==> src/rtl/rx_header_parser.sv <==
// RDMA RX header parser: strips and decodes the 7-beat header,
// checks marker and payload length, forwards payload unchanged.
module rx_header_parser #(
    parameter int          C_AXIS_TDATA_WIDTH = 32,
    parameter int          C_AXIS_TKEEP_WIDTH = 4,
    parameter int          HEADER_BEATS       = 7,
    parameter logic [23:0] MARKER             = 24'hABABAB
) (
    input  logic                          aclk,
    input  logic                          areset,
    input  logic [C_AXIS_TDATA_WIDTH-1:0] s_axis_tdata,
    input  logic [C_AXIS_TKEEP_WIDTH-1:0] s_axis_tkeep,
    input  logic                          s_axis_tvalid,
    input  logic                          s_axis_tlast,
    output logic                          s_axis_tready,
    output logic [C_AXIS_TDATA_WIDTH-1:0] m_axis_tdata,
    output logic [C_AXIS_TKEEP_WIDTH-1:0] m_axis_tkeep,
    output logic                          m_axis_tvalid,
    output logic                          m_axis_tlast,
    input  logic                          m_axis_tready,
    output logic [7:0]                    hdr_opcode,
    output logic [23:0]                   hdr_psn,
    output logic [23:0]                   hdr_dest_qp,
    output logic [31:0]                   hdr_remote_addr,
    output logic [15:0]                   hdr_frag_offset,
    output logic [31:0]                   hdr_length,
    output logic [15:0]                   hdr_partition_key,
    output logic [7:0]                    hdr_service_level,
    output logic                          hdr_valid,
    output logic                          rx_busy,
    output logic                          rx_done,
    output logic                          hdr_err,
    output logic                          len_err
);

    typedef enum logic [1:0] {HDR, PAYLOAD, DROP} state_t;

    localparam logic [2:0] LAST_HDR = 3'(HEADER_BEATS - 1);

    state_t      state, state_nxt;
    logic [2:0]  beat_cnt, beat_cnt_nxt;
    logic [31:0] pay_cnt, pay_cnt_nxt;
    logic        hdr_valid_nxt, rx_done_nxt, hdr_err_nxt, len_err_nxt;
    logic        s_hs;
    logic        marker_ok;
    logic [32:0] pay_inc;

    assign s_hs      = s_axis_tvalid && s_axis_tready;
    assign marker_ok = (s_axis_tdata[31:8] == MARKER);
    assign pay_inc   = {1'b0, pay_cnt} + 33'd1;
    assign rx_busy   = (state != HDR) || (beat_cnt != 3'd0);

    assign m_axis_tdata = s_axis_tdata;
    assign m_axis_tkeep = s_axis_tkeep;
    assign m_axis_tlast = s_axis_tlast;

    always_comb begin
        state_nxt     = state;
        beat_cnt_nxt  = beat_cnt;
        pay_cnt_nxt   = pay_cnt;
        hdr_valid_nxt = 1'b0;
        rx_done_nxt   = 1'b0;
        hdr_err_nxt   = 1'b0;
        len_err_nxt   = 1'b0;
        s_axis_tready = 1'b1;
        m_axis_tvalid = 1'b0;
        unique case (state)
            HDR: begin
                if (s_hs) begin
                    if (beat_cnt != LAST_HDR) begin
                        beat_cnt_nxt = beat_cnt + 3'd1;
                        if (s_axis_tlast) begin
                            hdr_err_nxt  = 1'b1;
                            beat_cnt_nxt = 3'd0;
                        end
                    end else begin
                        beat_cnt_nxt = 3'd0;
                        if (!marker_ok) begin
                            hdr_err_nxt = 1'b1;
                            if (!s_axis_tlast) state_nxt = DROP;
                        end else begin
                            hdr_valid_nxt = 1'b1;
                            pay_cnt_nxt   = '0;
                            if (s_axis_tlast) begin
                                rx_done_nxt = 1'b1;
                                len_err_nxt = (hdr_length != 32'd0);
                            end else begin
                                state_nxt = PAYLOAD;
                            end
                        end
                    end
                end
            end
            PAYLOAD: begin
                s_axis_tready = m_axis_tready;
                m_axis_tvalid = s_axis_tvalid;
                if (s_hs) begin
                    pay_cnt_nxt = (&pay_cnt) ? pay_cnt : pay_inc[31:0];
                    if (s_axis_tlast) begin
                        rx_done_nxt  = 1'b1;
                        len_err_nxt  = (pay_inc != {1'b0, hdr_length});
                        beat_cnt_nxt = 3'd0;
                        state_nxt    = HDR;
                    end
                end
            end
            DROP: begin
                if (s_hs && s_axis_tlast) state_nxt = HDR;
            end
            default: state_nxt = HDR;
        endcase
    end

    always_ff @(posedge aclk or posedge areset) begin
        if (areset) begin
            state     <= HDR;
            beat_cnt  <= '0;
            pay_cnt   <= '0;
            hdr_valid <= 1'b0;
            rx_done   <= 1'b0;
            hdr_err   <= 1'b0;
            len_err   <= 1'b0;
        end else begin
            state     <= state_nxt;
            beat_cnt  <= beat_cnt_nxt;
            pay_cnt   <= pay_cnt_nxt;
            hdr_valid <= hdr_valid_nxt;
            rx_done   <= rx_done_nxt;
            hdr_err   <= hdr_err_nxt;
            len_err   <= len_err_nxt;
        end
    end

    // Field registers load on their own beat, even if the header later fails.
    always_ff @(posedge aclk or posedge areset) begin
        if (areset) begin
            hdr_opcode        <= '0;
            hdr_psn           <= '0;
            hdr_dest_qp       <= '0;
            hdr_remote_addr   <= '0;
            hdr_frag_offset   <= '0;
            hdr_length        <= '0;
            hdr_partition_key <= '0;
            hdr_service_level <= '0;
        end else if (state == HDR && s_hs) begin
            unique case (beat_cnt)
                3'd0: begin
                    hdr_opcode <= s_axis_tdata[7:0];
                    hdr_psn    <= s_axis_tdata[31:8];
                end
                3'd1: hdr_dest_qp       <= s_axis_tdata[23:0];
                3'd2: hdr_remote_addr   <= s_axis_tdata;
                3'd3: hdr_frag_offset   <= s_axis_tdata[15:0];
                3'd4: hdr_length        <= s_axis_tdata;
                3'd5: hdr_partition_key <= s_axis_tdata[15:0];
                3'd6: hdr_service_level <= s_axis_tdata[7:0];
                default: ;
            endcase
        end
    end

endmodule

==> config.mk <==
export PLATFORM = sky130hd
export DESIGN_NAME = rx_header_parser
export DESIGN_NICKNAME = d
export VERILOG_FILES = /design/src/rtl/rx_header_parser.sv
export SDC_FILE = /design/constraint.sdc
export NUM_CORES = 1
export LEC_CHECK = 0
export CORE_MARGIN = 8
export CORE_UTILIZATION = 60
export CTS_CLUSTER_DIAMETER = 40
export CTS_CLUSTER_SIZE = 40
export DETAILED_ROUTE_END_ITERATION = 16
export DONT_BUFFER_PORTS = 1
export GPL_ROUTABILITY_DRIVEN = 0
export PLACE_DENSITY = 0.76
export SLEW_MARGIN = 15
export SYNTH_ARGS = -nofsm -noshare
export SYNTH_HDL_FRONTEND = slang
export SYNTH_SLANG_ARGS = --single-unit
==> constraint.sdc <==
create_clock -name aclk -period 7.5 [get_ports aclk]
set_input_delay 0.75 -clock aclk [delete_from_list [all_inputs] [get_ports aclk]]
set_output_delay 0.75 -clock aclk [all_outputs]
set_load 0.005 [all_outputs]
# --- Word level (Yosys, flattened, before mapping) ---
# Cells that the tools add are included.
word_totals:
  inputBits: 41
  output_inout_bits: 204
  regBits: 201
  wordCells: 101
classes:
  reduce_logical: 21
  addsub: 2
  eq_ne: 19
  muxes: 44
ops:
  columns: ["cell", "n"]
  rows:
  - ["two-way mux 32 bit", 5]
  - ["case mux 32 bit (2 select lines)", 1]
  - ["adder 32 x 1 -> 33 bit (second input constant)", 1]
  - ["!= test 33 x 32 -> 1 bit", 1]
  - ["AND reduction 32 bit", 1]
  - ["nonzero test 32 bit", 1]
  - ["== test 24 bit (second input constant)", 1]
  - ["two-way mux 1 bit", 21]
  - ["two-way mux 2 bit", 8]
  - ["!= test 2 bit (second input constant)", 8]
  - ["two-way mux 3 bit", 5]
  - ["AND reduction 2 bit", 7]
  - ["AND reduction 6 bit", 2]
  - ["== test 3 bit (second input constant)", 3]
  - ["== test 3 x 2 -> 1 bit (second input constant)", 2]
  - ["case mux 2 bit (3 select lines)", 1]
  - ["case mux 3 bit (2 select lines)", 1]
  - ["case mux 1 bit (2 select lines)", 2]
  - ["AND reduction 4 bit", 1]
  - ["nonzero test 2 bit", 2]
  - ["adder 3 x 1 -> 3 bit (second input constant)", 1]
  - ["== test 3 x 1 -> 1 bit (second input constant)", 1]
  - ["logical AND 1 bit", 3]
  - ["logical NOT 3 bit", 1]
  - ["other kinds (6)", 6]

# --- Depth between registers and ports, before layout ---
logic_depth:
  depth_word: 6
  mapped_depth: 10
  depth_no_buf: 9

# --- Worst setup path after synthesis ---
# Ideal clock, no wire load.
synth_path:
  kind: "reg-to-reg"
  start: "reg pay_cnt[0]"
  end: "reg len_err"
  arrival_time_ns: 2.587
  n_path_buf: 0
  path_stages_with_launch: 10
  synth_period_minus_slack_ns: 2.711
  t_required_ns: 7.376
  setup_slack_ns: 4.789
  setup_time_ns: 0.124
  path_cell_list: "dfrtp_1 ha_1 nand3_2 nor4_4 nand3_1 xnor2_1 mux2_2 a211oi_1 nand4_1 o31a_1"
synth_via:
  elab_chain_len: 5
synth_lines:
  columns: ["item", "line", "text"]
  rows:
  - ["from (decl)", "42", "logic [31:0] pay_cnt, pay_cnt_nxt;"]
  - ["from (signal assigned)", "126", "pay_cnt <= pay_cnt_nxt;"]
  - ["adder 32 x 1 -> 33 bit", "50", "assign pay_inc = {1'b0, pay_cnt} + 33'd1;"]
  - ["!= test 33 x 32 -> 1 bit", "101", "len_err_nxt = (pay_inc != {1'b0, hdr_length});"]
  - ["two-way mux 1 bit", "99", "if (s_axis_tlast) begin"]
  - ["two-way mux 1 bit", "97", "if (s_hs) begin"]
  - ["case mux 1 bit (2 select lines)", "67", "unique case (state)"]
  - ["via len_err_nxt", "43", "logic hdr_valid_nxt, rx_done_nxt, hdr_err_nxt, len_err_nxt;"]
  - ["to (signal assigned)", "130", "len_err <= len_err_nxt;"]
  - ["to (decl)", "33", "output logic len_err"]
# The timed path passes the listed nets, and every way through them passes these cells.
# A chain may end at the register's enable or synchronous reset.

# --- Worst setup path in the final report ---
# Ends and elaborated chain as after synthesis.

==> impl_results.md <==
* Switching power at about 1.4 mW
* Width of the die at 142 um
* Per-cell via count in the routed design at around 6.6
* Combined area of all synthesized cells at between 9000 and 10000 um^2
* Via count of the first global-routing pass at around 6600
* Result of the run: finished clean
* Startpoint type of the worst setup path: flop
* Number of I/O pins at around 250
* CP Data Required Time at 7.91 ns
* Post-synth top area share at 52.7%
* Min Clock Period, post-route at ~3.4 ns
* Clock input transition at the sequential cells of the worst setup and hold paths at approximately 0.060 ns
* Per-instance average area after synthesis at 12.1 um^2
* Critical-path cell with the highest stage delay: sky130_fd_sc_hd__nor4_4
* Core region area at 15700 um^2
* Instance count after placement with tap cells included at 935
* Largest cells by area after synthesis: sky130_fd_sc_hd__dfrtp_1 (53%), sky130_fd_sc_hd__mux2_2 (19%), sky130_fd_sc_hd__buf_4 (3.0%)
* Post-synth top flop: sky130_fd_sc_hd__dfrtp_1
* Slew Limit Headroom at a little under a third
* Number of enable flip-flop cells after synthesis at 0
* Routed length per placed instance at 26.1 um
* Initial detailed-routing violation count at between 500 and 600
* Clk sink count at about 200
* N_diodes at 0
* Adder-Cell Fraction of Synth Area at 0.786%
* Worst Setup Slack post-DPL at between 4 and 5 ns
* Max Buffers Root-to-Sink at 3
* Met1 usage at between 20% and 30%
* Hold Crit Class: input port to async pin
* Worst Path Arrival at between 3 and 4 ns
* Standard cell area after detailed placement at 9430 um^2
* Drt first pass iters at 6
* Cell type contributing the most total cell area after synthesis: sky130_fd_sc_hd__dfrtp_1
* Unrepaired setup endpoints after global routing: no
* Combinational family with the most area after synthesis: multiplexers
* Syn_nets at 838
* Filler-free cell count of the finished design at roughly 990
* Crit-path max FO at 10
* Overall fraction of global-route tracks in use at between 20% and 30%
* Category of the critical setup timing path: flop to flop
* Sw Share at around a third
* Critical Path End Type: flop
* DRC violation count after routing at 0
* Via count at 6500
* Final HPWL from detailed placement at roughly 18 mm
* CTS HTree Levels at 1
* Starting density of the core at 60.8%
* Routed WL at about 26 mm
* Post-cts hold buffer count at 0
* Share of total power in sequential cells at between 40% and 50%
* Critical path's largest stage delay at 0.61 ns
* Relative contribution of the clock network to total power at approximately 34%
* Pwr per Cell Area at around 410 nW/um^2
* Number of buffers created by CTS at 27
* Post-synthesis share of cell area spent on xor and xnor gates at under 10%
* Grt met3 use at 7.61%
* Number of antenna violations at the first check in global routing at 0
* Clock latency reported for the late side of the worst-skew pair at between 0.5 and 0.6 ns
* Number of maximum-capacitance violations at 0
* Final non-filler cell area at approximately 10000 um^2
* Number of input and output port buffers inserted at 0
* Post-synthesis async set-or-reset flop share at between 90% and 100%
* Setup bufs post-CTS at 0
* Number of slew-limit violations in the final report at 0
* Post-CTS Resized at 0
* Synth Warn # at 0
* Period utilization at 45.4%
* Maximum number of pins on one net before global-route repair at 114
* Post-detailed-route count of antenna-violating nets at 0
* Most used routing layer in global routing: met2
* Sequential-to-total area share from yosys stat at a little over half
* Setup clock skew after layout at between 0.01 and 0.015 ns
* Fraction of layout instances using a drive strength above 1 at a little under a third
* Max Clock Freq at about 300 MHz
* Die H at between 100 and 150 um
* Yosys cell types at 66
* Post-synthesis mux area share at 19.1%
* Comb power frac at 18.7%
* Maximum vdd drop at 313 uV
* Flop and latch count out of synthesis at 201
* TritonCTS clock tree: built
* Clock root cell: sky130_fd_sc_hd__clkbuf_16
* Relative area change from synthesis to final layout at 9.77%
* Worst path buffer plus inverter count at 0
* Dominant delay contributor by cell family on the critical path: simple AND/OR/NAND/NOR gates
* Count of nets after finishing at just under 800
* Post-synthesis share of cell area spent on and, or, nand and nor gates at 10.6%
* Number of endpoints with negative hold slack in the final report at 0
* Final number of setup-violating endpoints at 0
* Chain of cells forming the critical path: ha_1 > nand3_2 > nor4_4 > nand3_1 > xnor2_1 > mux2_2 > a211oi_1 > nand4_1 > o31a_1
* Die outline area at just over 20000 um^2
* Cells after synthesis at ~790
* Internal Dissipation at around 2.9 mW
* GRT Residual Overflow at 0
* Number of placement rows at 46
* Slew at the pin closest to its max-slew limit at roughly 1.0 ns
* Final setup margin at 4.09 ns
* Static Leakage at 4.51 nW
* Summed negative setup slack over all endpoints at 0 ns
* Compound-gate portion of the synthesized area at under 10%
* Met2 track utilization from global routing at about 42%
* Global-route wire length before repair at 39.4 mm
[power groups by stage]
stage               clock [mW]  sequential (mW)  combinational (mW)
global placement             0             2.03               0.738
CTS                       1.44             2.04               0.798
global route              1.49             2.08               0.860
detailed placement           0             2.05               0.785
finish                    1.43             2.03               0.794
floorplan                    0             1.82               0.690
[layer usage]
| metal | vias to the layer above | wire [um] |
|---|---|---|
| met5 | - | 0 |
| met4 | 0 | 778 |
| met3 | 56 | 2540 |
| met2 | 365 | 13000 |
| met1 | 3330 | 9350 |
| li1 | 2749 | - |
[area by class of cell]
cell class              instances  area (um^2)
fillers                      1093         5230
flip-flops and latches        201         5030
multi-input cells             501         4050
clock buffers                  27          676
clock inverters                23          364
well taps                     216          270
repair buffers                  7         56.3
inverters                      10         45.0
[path summary, 6_finish.rpt]
kind,startpoint,end,slack [ns],cells after the start
max,pay_cnt[0],len_err,4.09,9
min,areset,hdr_frag_offset[12],0.19,1
max reg2reg,pay_cnt[0],len_err,4.09,9
min reg2reg,hdr_remote_addr[25],hdr_remote_addr[25],0.54,1
max in group asynchronous,areset,hdr_partition_key[0],6.00,2
min in group aclk,s_axis_tlast,state[0],0.31,1
[cells by family (layout without fill, tap and decap cells)]
| group | Yosys count | count (layout) |
|---|---|---|
| DFF | 201 | 201 |
| and+or+nand+nor | 173 | 173 |
| muxes | 162 | 162 |
| AOI/OAI and AO/OA | 117 | 117 |
| buffers and inverters | 89 | 67 |
| xor gates and xnor gates | 43 | 43 |
| adders and majority gates | 6 | 6 |
[cell usage in the layout, fill, tap and decap left out, types with 4 or more instances in the layout]
cell,netlist,final
sky130_fd_sc_hd__a21oi_1,16,16
sky130_fd_sc_hd__a31oi_1,8,8
sky130_fd_sc_hd__and2_1,7,7
sky130_fd_sc_hd__and3_1,8,8
sky130_fd_sc_hd__and4_1,6,6
sky130_fd_sc_hd__buf_4,38,6
sky130_fd_sc_hd__bufinv_16,0,5
sky130_fd_sc_hd__clkbuf_16,0,27
sky130_fd_sc_hd__clkinv_8,0,7
sky130_fd_sc_hd__dfrtp_1,201,201
sky130_fd_sc_hd__ha_1,6,6
sky130_fd_sc_hd__inv_1,9,8
sky130_fd_sc_hd__inv_6,0,7
sky130_fd_sc_hd__mux2_2,161,161
sky130_fd_sc_hd__nand2_1,35,34
sky130_fd_sc_hd__nand2b_1,5,5
sky130_fd_sc_hd__nand3_1,16,16
sky130_fd_sc_hd__nand4_1,11,11
sky130_fd_sc_hd__nor2_1,36,36
sky130_fd_sc_hd__nor3_1,8,8
sky130_fd_sc_hd__nor4_1,10,10
sky130_fd_sc_hd__o21ai_0,41,41
sky130_fd_sc_hd__o21ai_1,4,4
sky130_fd_sc_hd__o31ai_1,18,18
sky130_fd_sc_hd__o41ai_1,7,7
sky130_fd_sc_hd__xnor2_1,31,31
sky130_fd_sc_hd__xor2_1,12,12
[sequential cells by signal, indices dropped and copies added (netlist names)]
name / cells
hdr_valid: 1
beat_cnt: 3
hdr_err: 1
len_err: 1
hdr_partition_key: 16
hdr_psn: 24
hdr_service_level: 8
rx_done: 1
hdr_remote_addr: 32
state: 2
hdr_length: 32
hdr_opcode: 8
hdr_dest_qp: 24
hdr_frag_offset: 16
pay_cnt: 32
[through the flow]
stage          hold WS [ns]  util, %  power [mW]
2_1_floorplan         0.483        -        2.51
3_3_place_gp          0.511     60.0        2.77
3_5_place_dp          0.532     60.0        2.84
4_1_cts               0.234     66.6        4.28
5_1_grt               0.268     66.7        4.43
6_report              0.191     66.7        4.25
[worst reg2reg max path, cell delays in order, from the launching register on]
cell                       delay (ns)
sky130_fd_sc_hd__dfrtp_1         0.50
sky130_fd_sc_hd__ha_1            0.34
sky130_fd_sc_hd__nand3_2         0.26
sky130_fd_sc_hd__nor4_4          0.61
sky130_fd_sc_hd__nand3_1         0.22
sky130_fd_sc_hd__xnor2_1         0.21
sky130_fd_sc_hd__mux2_2          0.36
sky130_fd_sc_hd__a211oi_1        0.27
sky130_fd_sc_hd__nand4_1         0.20
sky130_fd_sc_hd__o31a_1          0.34
[Yosys cell counts, types with 12 or more instances]
library cell,n
sky130_fd_sc_hd__a21oi_1,16
sky130_fd_sc_hd__buf_4,38
sky130_fd_sc_hd__clkbuf_1,22
sky130_fd_sc_hd__dfrtp_1,201
sky130_fd_sc_hd__mux2_2,161
sky130_fd_sc_hd__nand2_1,35
sky130_fd_sc_hd__nand3_1,16
sky130_fd_sc_hd__nor2_1,36
sky130_fd_sc_hd__o21ai_0,41
sky130_fd_sc_hd__o31ai_1,18
sky130_fd_sc_hd__xnor2_1,31
sky130_fd_sc_hd__xor2_1,12
Power figures use the tool's default switching activity.
